### config.mk
export PLATFORM = sky130hd
export DESIGN_NAME = round_scorer
export DESIGN_NICKNAME = d
export VERILOG_FILES = /design/src/rtl/game_pkg.sv /design/src/rtl/round_scorer_choice_latch.sv /design/src/rtl/round_scorer.sv
export SDC_FILE = /design/constraint.sdc
export NUM_CORES = 1
export LEC_CHECK = 0
export CORE_ASPECT_RATIO = 0.75
export CORE_MARGIN = 2
export CORE_UTILIZATION = 49
export DETAILED_ROUTE_END_ITERATION = 12
export GPL_ROUTABILITY_DRIVEN = 0
export PLACE_DENSITY = 0.78
export SETUP_SLACK_MARGIN = 0.4
export SYNTH_ARGS = -nofsm -noshare
export SYNTH_HDL_FRONTEND = slang
export SYNTH_SLANG_ARGS = --single-unit
### constraint.sdc
create_clock -name clk -period 3.08 [get_ports clk]
set_input_delay 0.462 -clock clk [delete_from_list [all_inputs] [get_ports clk]]
set_output_delay 0.462 -clock clk [all_outputs]
set_load 0.05 [all_outputs]
### src/rtl/game_pkg.sv
// Shared definitions for the game controller and the round scorer:
// move and round-result encodings, combo width, controller state codes,
// latch state codes and the round scoring helpers.
package game_pkg;

    // Player move encoding as delivered by the input synchronisers
    typedef enum logic [1:0] {
        ROCK     = 2'd0,
        PAPER    = 2'd1,
        SCISSORS = 2'd2,
        NONE     = 2'd3
    } move_e;

    // Result of one round
    typedef enum logic [1:0] {
        TIE = 2'b00,
        P1  = 2'b01,
        P2  = 2'b10
    } winner_e;

    // One bit per (p1, p2) move pair
    localparam int COMBO_W = 9;

    // Controller state codes, kept here so controller and scorer agree
    typedef enum logic [2:0] {
        CTL_IDLE       = 3'd0,
        CTL_WAIT_MOVES = 3'd1,
        CTL_BRANCH     = 3'd2,
        CTL_RESOLVE    = 3'd3,
        CTL_CHECK      = 3'd4,
        CTL_MATCH_END  = 3'd5
    } ctl_state_e;

    // Per-player move latch state
    typedef enum logic {
        LATCH_UNLOCKED = 1'b0,
        LATCH_LOCKED   = 1'b1
    } latch_state_e;

    // Winner of a round: the move one step "ahead" modulo 3 wins
    function automatic logic [1:0] round_outcome(input logic [1:0] p1, input logic [1:0] p2);
        logic [1:0] res;
        res = TIE;
        case ({p1, p2})
            4'b0000, 4'b0101, 4'b1010: res = TIE;
            4'b0100, 4'b1001, 4'b0010: res = P1;
            default:                   res = P2;
        endcase
        return res;
    endfunction

    // One-hot move pair, bit index = p1*3 + p2
    function automatic logic [COMBO_W-1:0] combo_onehot(input logic [1:0] p1, input logic [1:0] p2);
        logic [3:0] idx;
        idx = ({2'b00, p1} << 1) + {2'b00, p1} + {2'b00, p2};
        return 9'b000000001 << idx;
    endfunction

endpackage

### src/rtl/round_scorer_choice_latch.sv
// choice_latch: one player's move latch. Unlocked until a valid, non-NONE
// strobe arrives; the move is then frozen until an unlock command.
// Unlock always wins over a strobe in the same cycle.
module choice_latch
    import game_pkg::*;
(
    input  logic       clk,
    input  logic       reset,
    input  logic       i_valid,
    input  logic [1:0] i_choice,
    input  logic       i_unlock,
    output logic       o_locked,
    output logic [1:0] o_choice
);

    latch_state_e r_state;
    latch_state_e w_state_nxt;
    logic [1:0]   r_move;
    logic [1:0]   w_move_nxt;

    // Latch state and stored move registers
    always_ff @(posedge clk or negedge reset) begin
        if (!reset) begin
            r_state <= LATCH_UNLOCKED;
            r_move  <= 2'd0;
        end else begin
            r_state <= w_state_nxt;
            r_move  <= w_move_nxt;
        end
    end

    // Next state: unlock first, otherwise accept one real move while unlocked
    always_comb begin
        w_state_nxt = r_state;
        w_move_nxt  = r_move;
        case (r_state)
            LATCH_UNLOCKED: begin
                if (i_unlock) begin
                    w_state_nxt = LATCH_UNLOCKED;
                end else if (i_valid && (i_choice != NONE)) begin
                    w_state_nxt = LATCH_LOCKED;
                    w_move_nxt  = i_choice;
                end else begin
                    w_state_nxt = LATCH_UNLOCKED;
                end
            end
            LATCH_LOCKED: begin
                if (i_unlock) begin
                    w_state_nxt = LATCH_UNLOCKED;
                end else begin
                    w_state_nxt = LATCH_LOCKED;
                end
            end
            default: begin
                w_state_nxt = LATCH_UNLOCKED;
            end
        endcase
    end

    assign o_locked = (r_state == LATCH_LOCKED);
    assign o_choice = r_move;

endmodule

### src/rtl/round_scorer.sv
// round_scorer: latches both players' moves, reports the move pair as a
// one-hot combo, scores rounds on resolve rising edges and flags match end.
// Commands (resolve, clearScores, clearChoices) are registered first and
// acted on one edge later; move strobes are taken directly.
// Optional build macro: ROUND_SCORER_STATS_EN adds the 8-bit tieCount output.
module round_scorer
    import game_pkg::*;
#(
    parameter int WIN_SCORE = 3,
    parameter int SCORE_W   = 2
)
(
    input  logic               clk,
    input  logic               reset,
    input  logic               p1Valid,
    input  logic [1:0]         p1Choice,
    input  logic               p2Valid,
    input  logic [1:0]         p2Choice,
    input  logic               clearScores,
    input  logic               clearChoices,
    input  logic               resolve,
    output logic               bothLocked,
    output logic [COMBO_W-1:0] combo,
    output logic               roundDone,
    output logic [1:0]         roundWinner,
    output logic [SCORE_W-1:0] p1Score,
    output logic [SCORE_W-1:0] p2Score,
    output logic               matchOver,
    output logic               p1Wins
`ifdef ROUND_SCORER_STATS_EN
    ,
    output logic [7:0]         tieCount
`endif
);

    localparam logic [SCORE_W-1:0] WIN_S     = SCORE_W'(WIN_SCORE);
    localparam logic [SCORE_W-1:0] SCORE_ONE = SCORE_W'(1);

    // Latch outputs
    logic               w_p1_locked;
    logic               w_p2_locked;
    logic [1:0]         w_p1_move;
    logic [1:0]         w_p2_move;

    // Registered commands
    logic               r_resolve_q1;
    logic               r_resolve_q2;
    logic               r_clear_scores_q;
    logic               r_clear_choices_q;

    // Decoded actions for this cycle
    logic               w_resolve_rise;
    logic               w_score_round;
    logic               w_unlock;
    logic [1:0]         w_outcome;

    // Output state
    logic               r_both_locked;
    logic [COMBO_W-1:0] r_combo;
    logic               r_round_done;
    logic [1:0]         r_round_winner;
    logic [SCORE_W-1:0] r_p1_score;
    logic [SCORE_W-1:0] r_p2_score;
    logic               r_match_over;
    logic               r_p1_wins;

    logic               w_both_locked_nxt;
    logic [COMBO_W-1:0] w_combo_nxt;
    logic               w_round_done_nxt;
    logic [1:0]         w_round_winner_nxt;
    logic [SCORE_W-1:0] w_p1_score_nxt;
    logic [SCORE_W-1:0] w_p2_score_nxt;
    logic               w_match_over_nxt;
    logic               w_p1_wins_nxt;

    choice_latch u_p1_latch (
        .clk      (clk),
        .reset    (reset),
        .i_valid  (p1Valid),
        .i_choice (p1Choice),
        .i_unlock (w_unlock),
        .o_locked (w_p1_locked),
        .o_choice (w_p1_move)
    );

    choice_latch u_p2_latch (
        .clk      (clk),
        .reset    (reset),
        .i_valid  (p2Valid),
        .i_choice (p2Choice),
        .i_unlock (w_unlock),
        .o_locked (w_p2_locked),
        .o_choice (w_p2_move)
    );

    // Command sampling; resolve history resets high so a held resolve is not an edge
    always_ff @(posedge clk or negedge reset) begin
        if (!reset) begin
            r_resolve_q1      <= 1'b1;
            r_resolve_q2      <= 1'b1;
            r_clear_scores_q  <= 1'b0;
            r_clear_choices_q <= 1'b0;
        end else begin
            r_resolve_q1      <= resolve;
            r_resolve_q2      <= r_resolve_q1;
            r_clear_scores_q  <= clearScores;
            r_clear_choices_q <= clearChoices;
        end
    end

    // A resolve only counts with both moves in and the match still open; clearScores overrides it
    assign w_resolve_rise = r_resolve_q1 & ~r_resolve_q2;
    assign w_score_round  = w_resolve_rise & r_both_locked & ~r_match_over & ~r_clear_scores_q;
    assign w_unlock       = r_clear_scores_q | w_score_round | r_clear_choices_q;
    assign w_outcome      = round_outcome(w_p1_move, w_p2_move);

    // Pair status: cleared by any unlock, otherwise follows the latch states
    always_comb begin
        w_both_locked_nxt = 1'b0;
        w_combo_nxt       = '0;
        if (w_unlock) begin
            w_both_locked_nxt = 1'b0;
            w_combo_nxt       = '0;
        end else if (w_p1_locked && w_p2_locked) begin
            w_both_locked_nxt = 1'b1;
            w_combo_nxt       = combo_onehot(w_p1_move, w_p2_move);
        end else begin
            w_both_locked_nxt = 1'b0;
            w_combo_nxt       = '0;
        end
    end

    // Scoring: new match clears everything, an effective resolve scores the round
    always_comb begin
        w_round_done_nxt   = 1'b0;
        w_round_winner_nxt = r_round_winner;
        w_p1_score_nxt     = r_p1_score;
        w_p2_score_nxt     = r_p2_score;
        w_match_over_nxt   = r_match_over;
        w_p1_wins_nxt      = r_p1_wins;
        if (r_clear_scores_q) begin
            w_round_winner_nxt = TIE;
            w_p1_score_nxt     = '0;
            w_p2_score_nxt     = '0;
            w_match_over_nxt   = 1'b0;
            w_p1_wins_nxt      = 1'b0;
        end else if (w_score_round) begin
            w_round_done_nxt   = 1'b1;
            w_round_winner_nxt = w_outcome;
            case (w_outcome)
                P1: begin
                    if (r_p1_score < WIN_S) begin
                        w_p1_score_nxt = r_p1_score + SCORE_ONE;
                    end else begin
                        w_p1_score_nxt = WIN_S;
                    end
                end
                P2: begin
                    if (r_p2_score < WIN_S) begin
                        w_p2_score_nxt = r_p2_score + SCORE_ONE;
                    end else begin
                        w_p2_score_nxt = WIN_S;
                    end
                end
                default: begin
                    w_p1_score_nxt = r_p1_score;
                    w_p2_score_nxt = r_p2_score;
                end
            endcase
            w_match_over_nxt = r_match_over | (w_p1_score_nxt == WIN_S) | (w_p2_score_nxt == WIN_S);
            w_p1_wins_nxt    = (w_p1_score_nxt == WIN_S);
        end else begin
            w_round_winner_nxt = r_round_winner;
        end
    end

    // Output registers
    always_ff @(posedge clk or negedge reset) begin
        if (!reset) begin
            r_both_locked  <= 1'b0;
            r_combo        <= '0;
            r_round_done   <= 1'b0;
            r_round_winner <= 2'b00;
            r_p1_score     <= '0;
            r_p2_score     <= '0;
            r_match_over   <= 1'b0;
            r_p1_wins      <= 1'b0;
        end else begin
            r_both_locked  <= w_both_locked_nxt;
            r_combo        <= w_combo_nxt;
            r_round_done   <= w_round_done_nxt;
            r_round_winner <= w_round_winner_nxt;
            r_p1_score     <= w_p1_score_nxt;
            r_p2_score     <= w_p2_score_nxt;
            r_match_over   <= w_match_over_nxt;
            r_p1_wins      <= w_p1_wins_nxt;
        end
    end

    assign bothLocked  = r_both_locked;
    assign combo       = r_combo;
    assign roundDone   = r_round_done;
    assign roundWinner = r_round_winner;
    assign p1Score     = r_p1_score;
    assign p2Score     = r_p2_score;
    assign matchOver   = r_match_over;
    assign p1Wins      = r_p1_wins;

`ifdef ROUND_SCORER_STATS_EN
    logic [7:0] r_tie_count;

    // Saturating count of scored ties, updated alongside roundWinner
    always_ff @(posedge clk or negedge reset) begin
        if (!reset) begin
            r_tie_count <= 8'd0;
        end else if (r_clear_scores_q) begin
            r_tie_count <= 8'd0;
        end else if (w_score_round && (w_outcome == TIE) && (r_tie_count != 8'hFF)) begin
            r_tie_count <= r_tie_count + 8'd1;
        end else begin
            r_tie_count <= r_tie_count;
        end
    end

    assign tieCount = r_tie_count;
`endif

endmodule

# ---- Word level (Yosys, flattened, before mapping)
# Index checks and enable logic that the tools add are counted.
dict set report totals {
  regBits 29
  output_inout_bits 19
  word_cells 89
}
dict set report classes {
  addsub 4
  magnitude_cmp 2
  eq_ne 11
  n_shift 1
  mux 32
  bitwise_logic 14
  reduce_logical 9
}
# cell count
set op_table {}
lappend op_table {{2-bit 2-to-1 mux} 14}
lappend op_table {{9-bit 2-to-1 mux} 2}
lappend op_table {{1-bit 2-to-1 mux} 13}
lappend op_table {{1-bit by 4-bit left shift with 9-bit output, first input constant} 1}
lappend op_table {{4-bit by 3-bit == test with 1-bit output, second input constant} 2}
lappend op_table {{4-bit == test, second input constant} 2}
lappend op_table {{2-bit == test, second input constant} 3}
lappend op_table {{1-bit NOT} 6}
lappend op_table {{3-bit AND reduction} 2}
lappend op_table {{3-bit OR reduction} 2}
lappend op_table {{2-bit by 1-bit adder with 2-bit output, second input constant} 2}
lappend op_table {{3-bit by 2-bit adder with 4-bit output} 1}
lappend op_table {{4-bit by 2-bit adder with 4-bit output} 1}
lappend op_table {{1-bit AND} 4}
lappend op_table {{4-bit by 2-bit == test with 1-bit output, second input constant} 1}
lappend op_table {{4-bit zero test} 1}
lappend op_table {{2-bit less-than comparator, second input constant} 2}
lappend op_table {{2-bit inequality test, second input constant} 2}
lappend op_table {{1-bit bitwise OR} 4}
lappend op_table {{1-bit one-hot mux with 2 select lines} 2}
lappend op_table {{2-bit one-hot mux with 2 select lines} 1}
lappend op_table {{1-bit logical AND} 3}
lappend op_table {{2-bit by 1-bit == test with 1-bit output, second input constant} 1}
lappend op_table {{2-bit nonzero test} 1}

# ---- Longest topological paths before layout
dict set report logic_depth {
  word_depth 12
  ltp_mapped 7
}

# ---- Hierarchy
# From an unflattened synthesis, not the netlist that was laid out.
dict set report unflattened {
  cells_unflattened 112
  area_unflattened_um2 1367.6
}
# module instances cells_each area_per_inst_um2 seq_area_each_um2
set by_module_without_submodules {}
lappend by_module_without_submodules {round_scorer 1 92 1084.8 578.1}
lappend by_module_without_submodules {choice_latch 2 10 141.4 75.1}

# ---- Worst setup path after synthesis
# OpenSTA, ideal clock, no wires.
dict set report synth_path {
  kind {register -> register}
  start {reg u_p1_latch.r_move[0], in the netlist u_p1_latch.o_choice[0]}
  end {reg r_combo[7], in the netlist combo[7]}
  setup_ns 0.068
  arrival_ns 2.199
  required_ns 3.012
  slack_ns 0.813
  path_stages_with_launch 8
  synth_period_minus_slack_ns 2.267
  path_cell_list {dfrtp_1 -> inv_1 -> fa_1 -> inv_1 -> ha_1 -> fa_1 -> nor2b_1 -> and4_1}
}
dict set report synth_via {
  elab_chain_len 5
}
# element line
set synth_lines {}
lappend synth_lines {{start, declared} round_scorer_choice_latch.sv:18} ;# logic [1:0] r_move;
lappend synth_lines {{start signal, assigned} round_scorer_choice_latch.sv:28} ;# r_move <= w_move_nxt;
lappend synth_lines {{3-bit by 2-bit adder with 4-bit output} game_pkg.sv:55} ;# idx = ({2'b00, p1} << 1) + {2'b00, p1} + {2'b00, p2};
lappend synth_lines {{4-bit by 2-bit adder with 4-bit output} game_pkg.sv:55}
lappend synth_lines {{1-bit by 4-bit left shift with 9-bit output} game_pkg.sv:56} ;# return 9'b000000001 << idx;
lappend synth_lines {{9-bit 2-to-1 mux} round_scorer.sv:124} ;# end else if (w_p1_locked && w_p2_locked) begin
lappend synth_lines {{9-bit 2-to-1 mux} round_scorer.sv:121} ;# if (w_unlock) begin
lappend synth_lines {{via w_combo_nxt[7]} round_scorer.sv:68} ;# logic [COMBO_W-1:0] w_combo_nxt;
lappend synth_lines {{end signal, assigned} round_scorer.sv:190} ;# r_combo <= w_combo_nxt;
lappend synth_lines {{end, declared} round_scorer.sv:59} ;# logic [COMBO_W-1:0] r_combo;
# The timed path passes the listed nets, and every way through them passes these cells.
# A chain may end at the register's enable or synchronous reset.

# ---- Final worst setup path
# Ends and elaborated chain as after synthesis.

==> results.toml <==
[setup_path]
cp-start-kind = "flip-flop"
regToRegSetupSlack_ns = 0.67
r2r-start = "u_p1_latch.o_choice[0]"
arrival_ns = 2.68
critPathKind = "flip-flop to flip-flop"
crit_fanout = 6
end_kind = "flip-flop"
startpoint = "u_p1_latch.o_choice[0]"
ff2ff_path_depth = 7
worstPathRequired_ns = 3.34
crit_path_end = "combo[7]"
r2r_end = "combo[7]"

[detailed_routing]
drt-initial-drc-count = 61
vias = 996
wl_per_cell_um = 13.1
first_pass_iters = 4
drt-vias-per-instance = 5.38
drtAntennaViolNets = 0
drt_wl_total_um = 2420
drc_errors = 0

[place]
dp_hpwl_um = 1820
port_buffers = 29
post-place-ws_ns = 0.670
dpl.cell_count = 177

[synth]
synth.area.top_cells = "dfrtp_1 51%, ha_1 4.7%, dfstp_2 4.0%"
synth_area_per_cell_um2 = 11.8
synth.ff_latch_count = 29
ys.flop_type = "dfrtp_1"
synth.most_common_cell = "dfrtp_1"
syn_inst = 112
yosysWarnings = 0
yosysUniqueCellTypes = 33
ys_seq_area_share_pct = 55.0
synthArstFlopShare_pct = 100
synth_edf_count = 0
synth_nets = 130
synth_top_cell_by_area = "dfrtp_1"
netlist_area_mm2 = 0.00132
synth_top_area_share_pct = 51.0
ys_top_cells_by_count = "27 x dfrtp_1, 9 x nand2_1, 8 x nor2_1"

[grt]
grt_pass1_vias = 935
grt_usage_pct = 17.8
grt_pass1_wl_um = 4190
antenna_found_initial = 0
grt_start_max_net_pins = 30
overflow = 0

[sta]
period_share_pct = 78.4
slew_headroom_pct = 66.8
fmax_mhz = 414
rsz0062_at_grt = "no"
setup_viol = 0
hold_violations = 0
final.setup.worst_slack_ns = 0.665
period_minus_slack_ns = 2.41
fin_setup_tns_ns = 0
finClkSkew_ns = 0.00992
tightest_slew_ns = 0.497
slew_viol_final = 0

[pwr]
power.leakage_nw = 0.774
ir_worst_vdd_v = 0.000530
powerDensity_mw_per_mm2 = 546
power_frac_seq_pct = 44.0
intPower_w = 0.000684
totalPowerFinal_w = 0.000955
swShare_pct = 28.3
p_comb_share_pct = 22.2
p_sw_w = 0.000270
p_clk_share_pct = 33.7

[die]
rows = 16
dieArea_mm2 = 0.00314
dieHeight_um = 49.0
die_w_um = 64.0
start_util_pct = 51.3
placeableCoreArea_mm2 = 0.00258
pin_count = 30

[finish]
num_antenna_cells = 0
layout.cells.non_filler = 185
post_route_cells_drive_above_1_share_pct = 10.7
nNetsFinal = 166
fill_cells = 188
area_delta_synth_final_pct = 32.0

[cts]
clock-root-buffer = "clkbuf_4"
hold_buffers = 0
h-tree-depth = 2
clk_latency_ns = 0.32
cts_made_buffers = 5
tritoncts = "done"
clk_pin_slew_ns = 0.09
post_cts_buffers = 0
cts_resized = 0
cts_sinks = 29
clockBufferDepth = 2

[worst_hold_path]
holdCritPathClass = "flip-flop to flip-flop"

[job]
maxCapViolCount = 0

[status]
status = "completed"
==> layout by cell type, fill, tap and decap left out, types with 2 or more instances in the layout <==
cell and instances:
clkdlybuf4s50_1 29, dfrtp_1 27, nand2_1 9, nor2_1 8, inv_1 7, a21oi_1 7, o22a_1 5, ha_1 5
clkbuf_4 5, nor4b_1 4, nand2b_1 3, mux2i_1 3, nand3b_1 3, o211ai_1 3, and4_1 2, and3_1 2
nand3_1 2, nor3_1 2, o22ai_1 2, fa_1 2, dfstp_2 2
==> kinds of logic (layout without fill, tap and decap cells) <==
kind of cell / Yosys count / in the layout / share of synthesized area (%)
DFF: 29 / 29 / 55.0
AOI/OAI and AO/OA: 20 / 20 / 10.2
and+or+nand+nor: 44 / 44 / 21.8
xor gates and xnor gates: 1 / 1 / 0.662
adders and majority gates: 7 / 7 / 7.75
buffers and inverters: 8 / 45 / 2.27
muxes: 3 / 3 / 2.27
==> stage by stage <==
| stage | utilization, % | instance area (um^2) | hold slack [ns] |
|---|---|---|---|
| finish | 67.7 | 1750 | 0.378 |
| global route | 67.7 | 1750 | 0.384 |
| CTS | 67.7 | 1750 | 0.380 |
| detailed placement | 64.4 | 1660 | 0.367 |
| global placement | 64.4 | 1660 | 0.365 |
| floorplan | - | 1320 | 0.166 |
==> sequential cells by signal, indices dropped and copies added, names as in the netlist <==
name                 count
r_resolve_q2             1
p2Score                  2
p1Wins                   1
roundDone                1
u_p2_latch.o_locked      1
matchOver                1
u_p1_latch.o_locked      1
r_resolve_q1             1
bothLocked               1
r_clear_choices_q        1
combo                    9
roundWinner              2
u_p1_latch.o_choice      2
r_clear_scores_q         1
u_p2_latch.o_choice      2
p1Score                  2
==> critical path, stage by stage (launching register included) <==
cell,delay [ns]
dfrtp_1,0.41
inv_1,0.11
fa_1,0.58
inv_1,0.05
ha_1,0.20
fa_1,0.62
nor2b_1,0.19
and4_1,0.20
==> worst min path at each step <==
stage | endpoint | start | cells after the start | slack, ns
after floorplan | bothLocked | reset | 0 | 0.17
after global placement | r_resolve_q2 | r_resolve_q1 | 0 | 0.37
after detailed placement | r_resolve_q2 | r_resolve_q1 | 0 | 0.37
after CTS | r_resolve_q2 | r_resolve_q1 | 0 | 0.38
after global routing | r_resolve_q2 | r_resolve_q1 | 0 | 0.38
final | r_resolve_q2 | r_resolve_q1 | 0 | 0.38
==> power groups by stage <==
| stage | logic [W] | clock network (W) | registers, W |
|---|---|---|---|
| 2_1_floorplan | 0.000154 | 0 | 0.000421 |
| 6_report | 0.000212 | 0.000322 | 0.000420 |
| 3_3_place_gp | 0.000199 | 0 | 0.000425 |
| 4_1_cts | 0.000212 | 0.000333 | 0.000420 |
| 3_5_place_dp | 0.000211 | 0 | 0.000428 |
| 5_1_grt | 0.000244 | 0.000351 | 0.000423 |
==> per-layer routing <==
layer | GRT usage (%) | share of wire, % | wire (um) | vias up
met1 | 24.0 | 46 | 1120 | 490
met2 | 26.0 | 47 | 1140 | 32
met4 | 5.43 | 0.58 | 14 | 0
met3 | 7.85 | 6.0 | 146 | 2
met5 | 0 | 0 | 0 | -
li1 | - | - | - | 472
==> layout make-up <==
| cell class | count | area [um^2] | share of cell area [%] |
|---|---|---|---|
| inverter | 7 | 26.3 | 1.50 |
| multi-input combinational | 75 | 566 | 32.4 |
| timing repair buffer | 30 | 298 | 17.0 |
| tap | 36 | 45.0 | 2.58 |
| sequential | 29 | 728 | 41.7 |
| clock buffer | 7 | 55.1 | 3.15 |
| clock inverter | 1 | 30.0 | 1.72 |
Note: power is estimated with default switching activity, not from simulation.
